<file path="src/rtl/stream_mux_nto1.sv">
// N-to-1 valid/ready stream multiplexer with fixed-select or round-robin
// arbitration feeding a single output register stage.
module stream_mux_nto1 #(
    parameter int WIDTH = 8,
    parameter int N     = 4,
    parameter int SELW  = 2
) (
    input  logic                 clk,
    input  logic                 rst_n,
    input  logic                 mode,
    input  logic [SELW-1:0]      sel,
    input  logic [N-1:0]         in_valid,
    output logic [N-1:0]         in_ready,
    input  logic [N*WIDTH-1:0]   in_data,
    output logic                 out_valid,
    input  logic                 out_ready,
    output logic [WIDTH-1:0]     out_data,
    output logic [SELW-1:0]      out_ch
);

    logic            load_en;
    logic            gnt_vld;
    logic [SELW-1:0] gnt_idx;
    logic [SELW-1:0] ptr;
    logic            xfer;
    logic [SELW-1:0] ptr_nxt;

    assign load_en = !out_valid || out_ready;

    // Round-robin scan starts at ptr and wraps modulo N.
    always_comb begin
        int j;
        gnt_vld = 1'b0;
        gnt_idx = '0;
        j       = 0;
        if (!mode) begin
            if (int'(sel) < N && in_valid[sel]) begin
                gnt_vld = 1'b1;
                gnt_idx = sel;
            end
        end else begin
            for (int i = 0; i < N; i++) begin
                j = int'(ptr) + i;
                if (j >= N) j = j - N;
                if (!gnt_vld && in_valid[j]) begin
                    gnt_vld = 1'b1;
                    gnt_idx = SELW'(j);
                end
            end
        end
    end

    always_comb begin
        in_ready = '0;
        if (rst_n && load_en && gnt_vld) begin
            in_ready[gnt_idx] = 1'b1;
        end
    end

    assign xfer    = rst_n && load_en && gnt_vld;
    assign ptr_nxt = (gnt_idx == SELW'(N - 1)) ? '0 : gnt_idx + 1'b1;

    always_ff @(posedge clk) begin
        if (!rst_n) begin
            out_valid <= 1'b0;
            out_data  <= '0;
            out_ch    <= '0;
            ptr       <= '0;
        end else begin
            if (xfer) begin
                out_valid <= 1'b1;
                out_data  <= in_data[int'(gnt_idx)*WIDTH +: WIDTH];
                out_ch    <= gnt_idx;
                if (mode) ptr <= ptr_nxt;
            end else if (out_ready) begin
                out_valid <= 1'b0;
            end
        end
    end

endmodule

</file>
<file path="config.mk">
export PLATFORM = sky130hd
export DESIGN_NAME = stream_mux_nto1
export DESIGN_NICKNAME = d
export VERILOG_FILES = /design/src/rtl/stream_mux_nto1.sv
export SDC_FILE = /design/constraint.sdc
export NUM_CORES = 1
export LEC_CHECK = 0
export CORE_ASPECT_RATIO = 0.8
export CORE_MARGIN = 1.5
export CORE_UTILIZATION = 39
export CTS_CLUSTER_DIAMETER = 60
export DETAILED_ROUTE_END_ITERATION = 7
export PLACE_DENSITY = 0.95
export SLEW_MARGIN = 20
export SYNTH_ARGS = -nofsm -noshare
export SYNTH_HDL_FRONTEND = slang
export SYNTH_SLANG_ARGS = --single-unit
export TNS_END_PERCENT = 100
</file>
<file path="constraint.sdc">
create_clock -name clk -period 3.8 [get_ports clk]
set_clock_uncertainty 0.05 [all_clocks]
set_input_delay 0.76 -clock clk [delete_from_list [all_inputs] [get_ports clk]]
set_output_delay 0.76 -clock clk [all_outputs]
set_load 0.05 [all_outputs]
</file>
# Word-level counts from Yosys, hierarchy flattened
# Index checks and enable logic that the tools add are counted.
[word_totals] reg_bits=13 word_cells=81
[classes] addsub=8 n_lt_le_gt_ge=11 eq_ne=1 shift=1 mux=43 n_reduce_logical=13
[op_table] cell="32-bit two-way mux" n=8
[op_table] cell="32-bit by 4-bit less-than comparator with 1-bit output (second input constant)" n=4
[op_table] cell="32-bit by 6-bit variable part select with 8-bit output" n=1
[op_table] cell="1-bit two-way mux" n=21
[op_table] cell="2-bit two-way mux" n=7
[op_table] cell="3-bit by 3-bit subtractor with 4-bit output (second input constant)" n=3
[op_table] cell="1-bit binary-select mux with 2-bit select" n=5
[op_table] cell="3-bit >= comparator (second input constant)" n=3
[op_table] cell="2-bit by 2-bit adder with 3-bit output (second input constant)" n=2
[op_table] cell="1-bit logical AND" n=6
[op_table] cell="2-bit by 3-bit less-than comparator with 1-bit output (second input constant)" n=2
[op_table] cell="1-bit logical NOT" n=4
[op_table] cell="4-bit two-way mux" n=1
[op_table] cell="2-bit by 3-bit subtractor with 4-bit output (second input constant)" n=1
[op_table] cell="2-bit by 1-bit adder with 3-bit output (second input constant)" n=1
[op_table] cell="2-bit by 3-bit >= comparator with 1-bit output (second input constant)" n=1
[op_table] cell="2-bit by 1-bit adder with 2-bit output (second input constant)" n=1
[op_table] cell="1-bit demux with 2-bit select" n=1
[op_table] cell="2-bit == test (second input constant)" n=1
[op_table] cell="2-bit by 1-bit >= comparator with 1-bit output (second input constant)" n=1
[op_table] cell="2-bit AND reduction" n=1
[op_table] cell="2-bit nonzero test" n=1
[op_table] cell="1-bit logical OR" n=1

# Depth between registers and ports, before layout
[logic_depth] depth_word=25 ltp_mapped=8

# Least setup slack after synthesis
# Ideal clock, no wire load.
[synth_timing] kind="input -> output" startpoint="in in_valid[0]" endpoint="out in_ready[3]" arrival_ps=2867 t_required_ps=2990 slack_ps=123 stages=6 n_path_buf=2 cell_sequence="buf_4 -> mux2i_1 -> or3_4 -> a31o_4 -> buf_2 -> nor3b_1"
[synth_via] elab_chain_cells=22 word_cells_on_any_way=42
[synth_lines] item="start, declared" line="12" text="input logic [N-1:0] in_valid,"
[synth_lines] item="1-bit binary-select mux with 2-bit select" line="45" text="if (!gnt_vld && in_valid[j]) begin"
[synth_lines] item="1-bit two-way mux (not written as such) (2 in a row)" line="45"
[synth_lines] item="1-bit two-way mux" line="45"
[synth_lines] item="1-bit two-way mux" line="36" text="if (!mode) begin"
[synth_lines] item="1-bit logical NOT" line="45"
[synth_lines] item="1-bit logical AND" line="45"
[synth_lines] item="1-bit two-way mux" line="45"
[synth_lines] item="1-bit two-way mux" line="36"
[synth_lines] item="[... 5 more ...]"
[synth_lines] item="1-bit logical AND" line="45"
[synth_lines] item="2-bit two-way mux" line="45"
[synth_lines] item="2-bit two-way mux" line="36"
[synth_lines] item="2-bit by 3-bit less-than comparator with 1-bit output (not written as such) / 2-bit by 1-bit >= comparator with 1-bit output (equally long branches)" line="56" text="in_ready[gnt_idx] = 1'b1;"
[synth_lines] item="1-bit logical AND (not written as such)" line="56"
[synth_lines] item="1-bit two-way mux (not written as such)" line="56"
[synth_lines] item="1-bit demux with 2-bit select" line="56"
[synth_lines] item="4-bit two-way mux (*)" line="55" text="if (rst_n && load_en && gnt_vld) begin"
[synth_lines] item="end, declared" line="13" text="output logic [N-1:0] in_ready,"
# Mark *: on every way between the ends. The rest lies on a longest branch, timed or not. The select of a mux whose other input is x is not followed.

# Worst setup path after layout
[layout_timing] startpoint="in in_valid[1]" endpoint="out in_ready[1]"
# The elaborated chain is that of the path after synthesis.

==> impl_metrics.tcl <==
set metrics [dict create \
    outcome "finished, final reports clean" \
    synth_nets 143 \
    clock-root-buffer "clkbuf_4" \
    p_comb_frac 0.473 \
    rows 15 \
    wl_per_cell_microns 16.68 \
    die_area_sq_um 2602 \
    leakagePower_nw 0.6306 \
    fin_ws_ps 248.1 \
    syn_area_sq_um 898.4 \
    critPathMaxStageDelay_ps 590 \
    netlist_instances 101 \
    yosysMostFrequentCell "mux2i_1" \
    synth_common_cells "mux2i_1 (18), dfxtp_1 (13), nand3_1 (11)" \
    min_period_ps 3552 \
    gp_congestion 0.8646 \
    ant_nets 0 \
    synth-edff-count 0 \
    syn2layout_area_growth_pct 67.27 \
    crit_path_end_kind "primary output" \
    clk_pin_slew_worst_paths_ps 90 \
    ys_seq_area_frac 0.2897 \
    num_vias 1072 \
    setup_tns_ps 0 \
    clk_latency_ps 280 \
    yosysUniqueCellTypes 34 \
    cts_sinks 13 \
    cts-buffers-inserted 3 \
    rsz0062_at_grt "no" \
    core_area_sq_um 2158 \
    path_cells "clkdlybuf4s50_1 -> inv_1 -> a221oi_1 -> o211ai_1 -> o31a_1 -> buf_4 -> nor3_1 -> buf_4" \
    synth.ff_latch_count 13 \
    drt_iter0_drc 24 \
    dp_slack_ps 279.9 \
    dp_hpwl_mm 2.322 \
    start_util 0.4162 \
    grt_max_degree 19 \
    portBuffers 56 \
    tightest_slew_ps 554.0 \
    swShare 0.3847 \
    fin_crit_sh 0.9347 \
    power_frac_seq 0.343 \
    ios 57 \
    crit_slowest_cell "clkdlybuf4s50_1" \
    postCtsSetupRepairBufs 0 \
    hold_path_class "reg2reg" \
    power.density_nw_per_um2 320.0 \
    postCtsHoldBufs 0 \
    routed_wl_mm 3.019 \
    crit_arrival_ps 2740 \
    internal-power_w 0.0002959 \
    ys_async_sr_fraction 0 \
    finalSetupViolCount 0 \
    grt_pass1_wl_mm 4.809 \
    diodes 0 \
    max_freq_mhz 281.5 \
    post_cts_resized 0 \
    antenna_found_initial 0 \
    final_layout_size_suffix_gt1_frac 0.08333 \
    viasPerCell 5.923 \
    crit_type "in2out" \
    p_clk_frac 0.184 \
    crit_top_cell "buf_4" \
    grt_pass1_vias 1021 \
    cp-start-kind "primary input" \
    die_height_microns 45.93 \
    synth_warnings 0 \
    synth_top_area_cell "dfxtp_1" \
    synthFlopType "dfxtp_1" \
    yosys.area.top_type_share 0.2897 \
    die_x_microns 56.66 \
    required_ps 2990 \
    cts.htree.levels 1 \
    syn_area_per_cell_sq_um 8.895 \
    maxCapViolCount 0 \
    drc 0 \
    fillers 174 \
    maxSlewViolCount 0 \
    grt_remaining_overflow 0 \
    switching_power_w 0.0001850 \
    cts_tree "built" \
    cts.path.max_buffers 2 \
    ir_worst_vdd_uv 203.4 \
    dr.pass1.iters 4 \
    globalRouteTotalUtil 0.2466 \
    synth_area_leaders "dfxtp_1 (29%), mux2i_1 (20%), o221ai_1 (7.8%)" \
    worstPathMaxFanout 9 \
    hold_viol 0 \
    relSlewSlack 0.6258 \
    nets 199 \
]
[layer usage]
metal	part of all wire	vias up	track usage
met5	0	-	0
li1	-	501	-
met4	0.021	0	0.1190
met2	0.49	61	0.4395
met3	0.095	6	0.04545
met1	0.40	504	0.2923
[placed cells by master, fill, tap and decap left out, types with 3 or more instances in the layout]
cell type / count
buf_4: 4
clkbuf_4: 3
clkdlybuf4s50_1: 52
dfxtp_1: 13
inv_1: 7
mux2i_1: 18
nand2_1: 3
nand3_1: 11
nor2_1: 3
o21ai_0: 3
o221ai_1: 8
[per-stage QoR]
stage	total power, W	cells	cell area [sq um]	util	hold slack (ps)
floorplan	0.0002965	101	898.4	-	450.3
global placement	0.0003852	177	1475	0.6835	398.8
detailed placement	0.0003920	177	1475	0.6835	416.4
CTS	0.0004782	181	1503	0.6962	428.1
global route	0.0005033	181	1503	0.6962	437.9
finish	0.0004809	181	1503	0.6962	428.7
[sequential cells by signal (all words and copies together) (netlist names)]
| signal | cells |
|---|---|
| out_ch | 2 |
| out_data | 8 |
| ptr | 2 |
| out_valid | 1 |
[critical path: cells and delay by family]
| family | cells | cell delay (ps) |
|---|---|---|
| AOI/OAI and AO/OA | 3 | 690 |
| buffers and inverters | 4 | 1140 |
| and+or+nand+nor | 1 | 160 |
[final timing paths]
check / start / endpoint / slack, ps / cells after the start
hold reg to reg: out_ch[1]$_SDFFE_PN0P_ / out_ch[1]$_SDFFE_PN0P_ / 430 / 2
setup reg to reg: ptr[0]$_SDFFE_PN0P_ / out_data[0]$_SDFFE_PN0P_ / 1580 / 8
setup / recovery: in_valid[1] / in_ready[1] / 250 / 8
hold / removal: out_ch[1]$_SDFFE_PN0P_ / out_ch[1]$_SDFFE_PN0P_ / 430 / 2
[kinds of logic after synthesis]
| logic type | share of synthesized area |
|---|---|
| AOI/OAI and AO/OA | 0.2368 |
| xor gates and xnor gates | 0.009751 |
| buffers and inverters | 0.07938 |
| DFF | 0.2897 |
| muxes | 0.2131 |
| and+or+nand+nor | 0.1713 |
[power groups by stage]
stage	Clock [W]	Combinational, W	Sequential (W)
final	0.0000883	0.000228	0.000165
after global routing	0.0000973	0.000240	0.000166
after CTS	0.0000872	0.000227	0.000164
after detailed placement	0	0.000225	0.000167
after global placement	0	0.000220	0.000166
after floorplan	0	0.0000816	0.000215
[layout make-up]
class / instances / area (sq um) / area share
Clock inverter: 1 / 5.005 / 0.003331
Inverter: 7 / 26.28 / 0.01749
Multi-Input combinational cell: 74 / 566.8 / 0.3772
Clock buffer: 3 / 22.52 / 0.01499
Sequential cell: 13 / 260.3 / 0.1732
Timing Repair Buffer: 58 / 590.6 / 0.3930
Tap cell: 25 / 31.28 / 0.02082
Power figures use the tool's default switching activity.
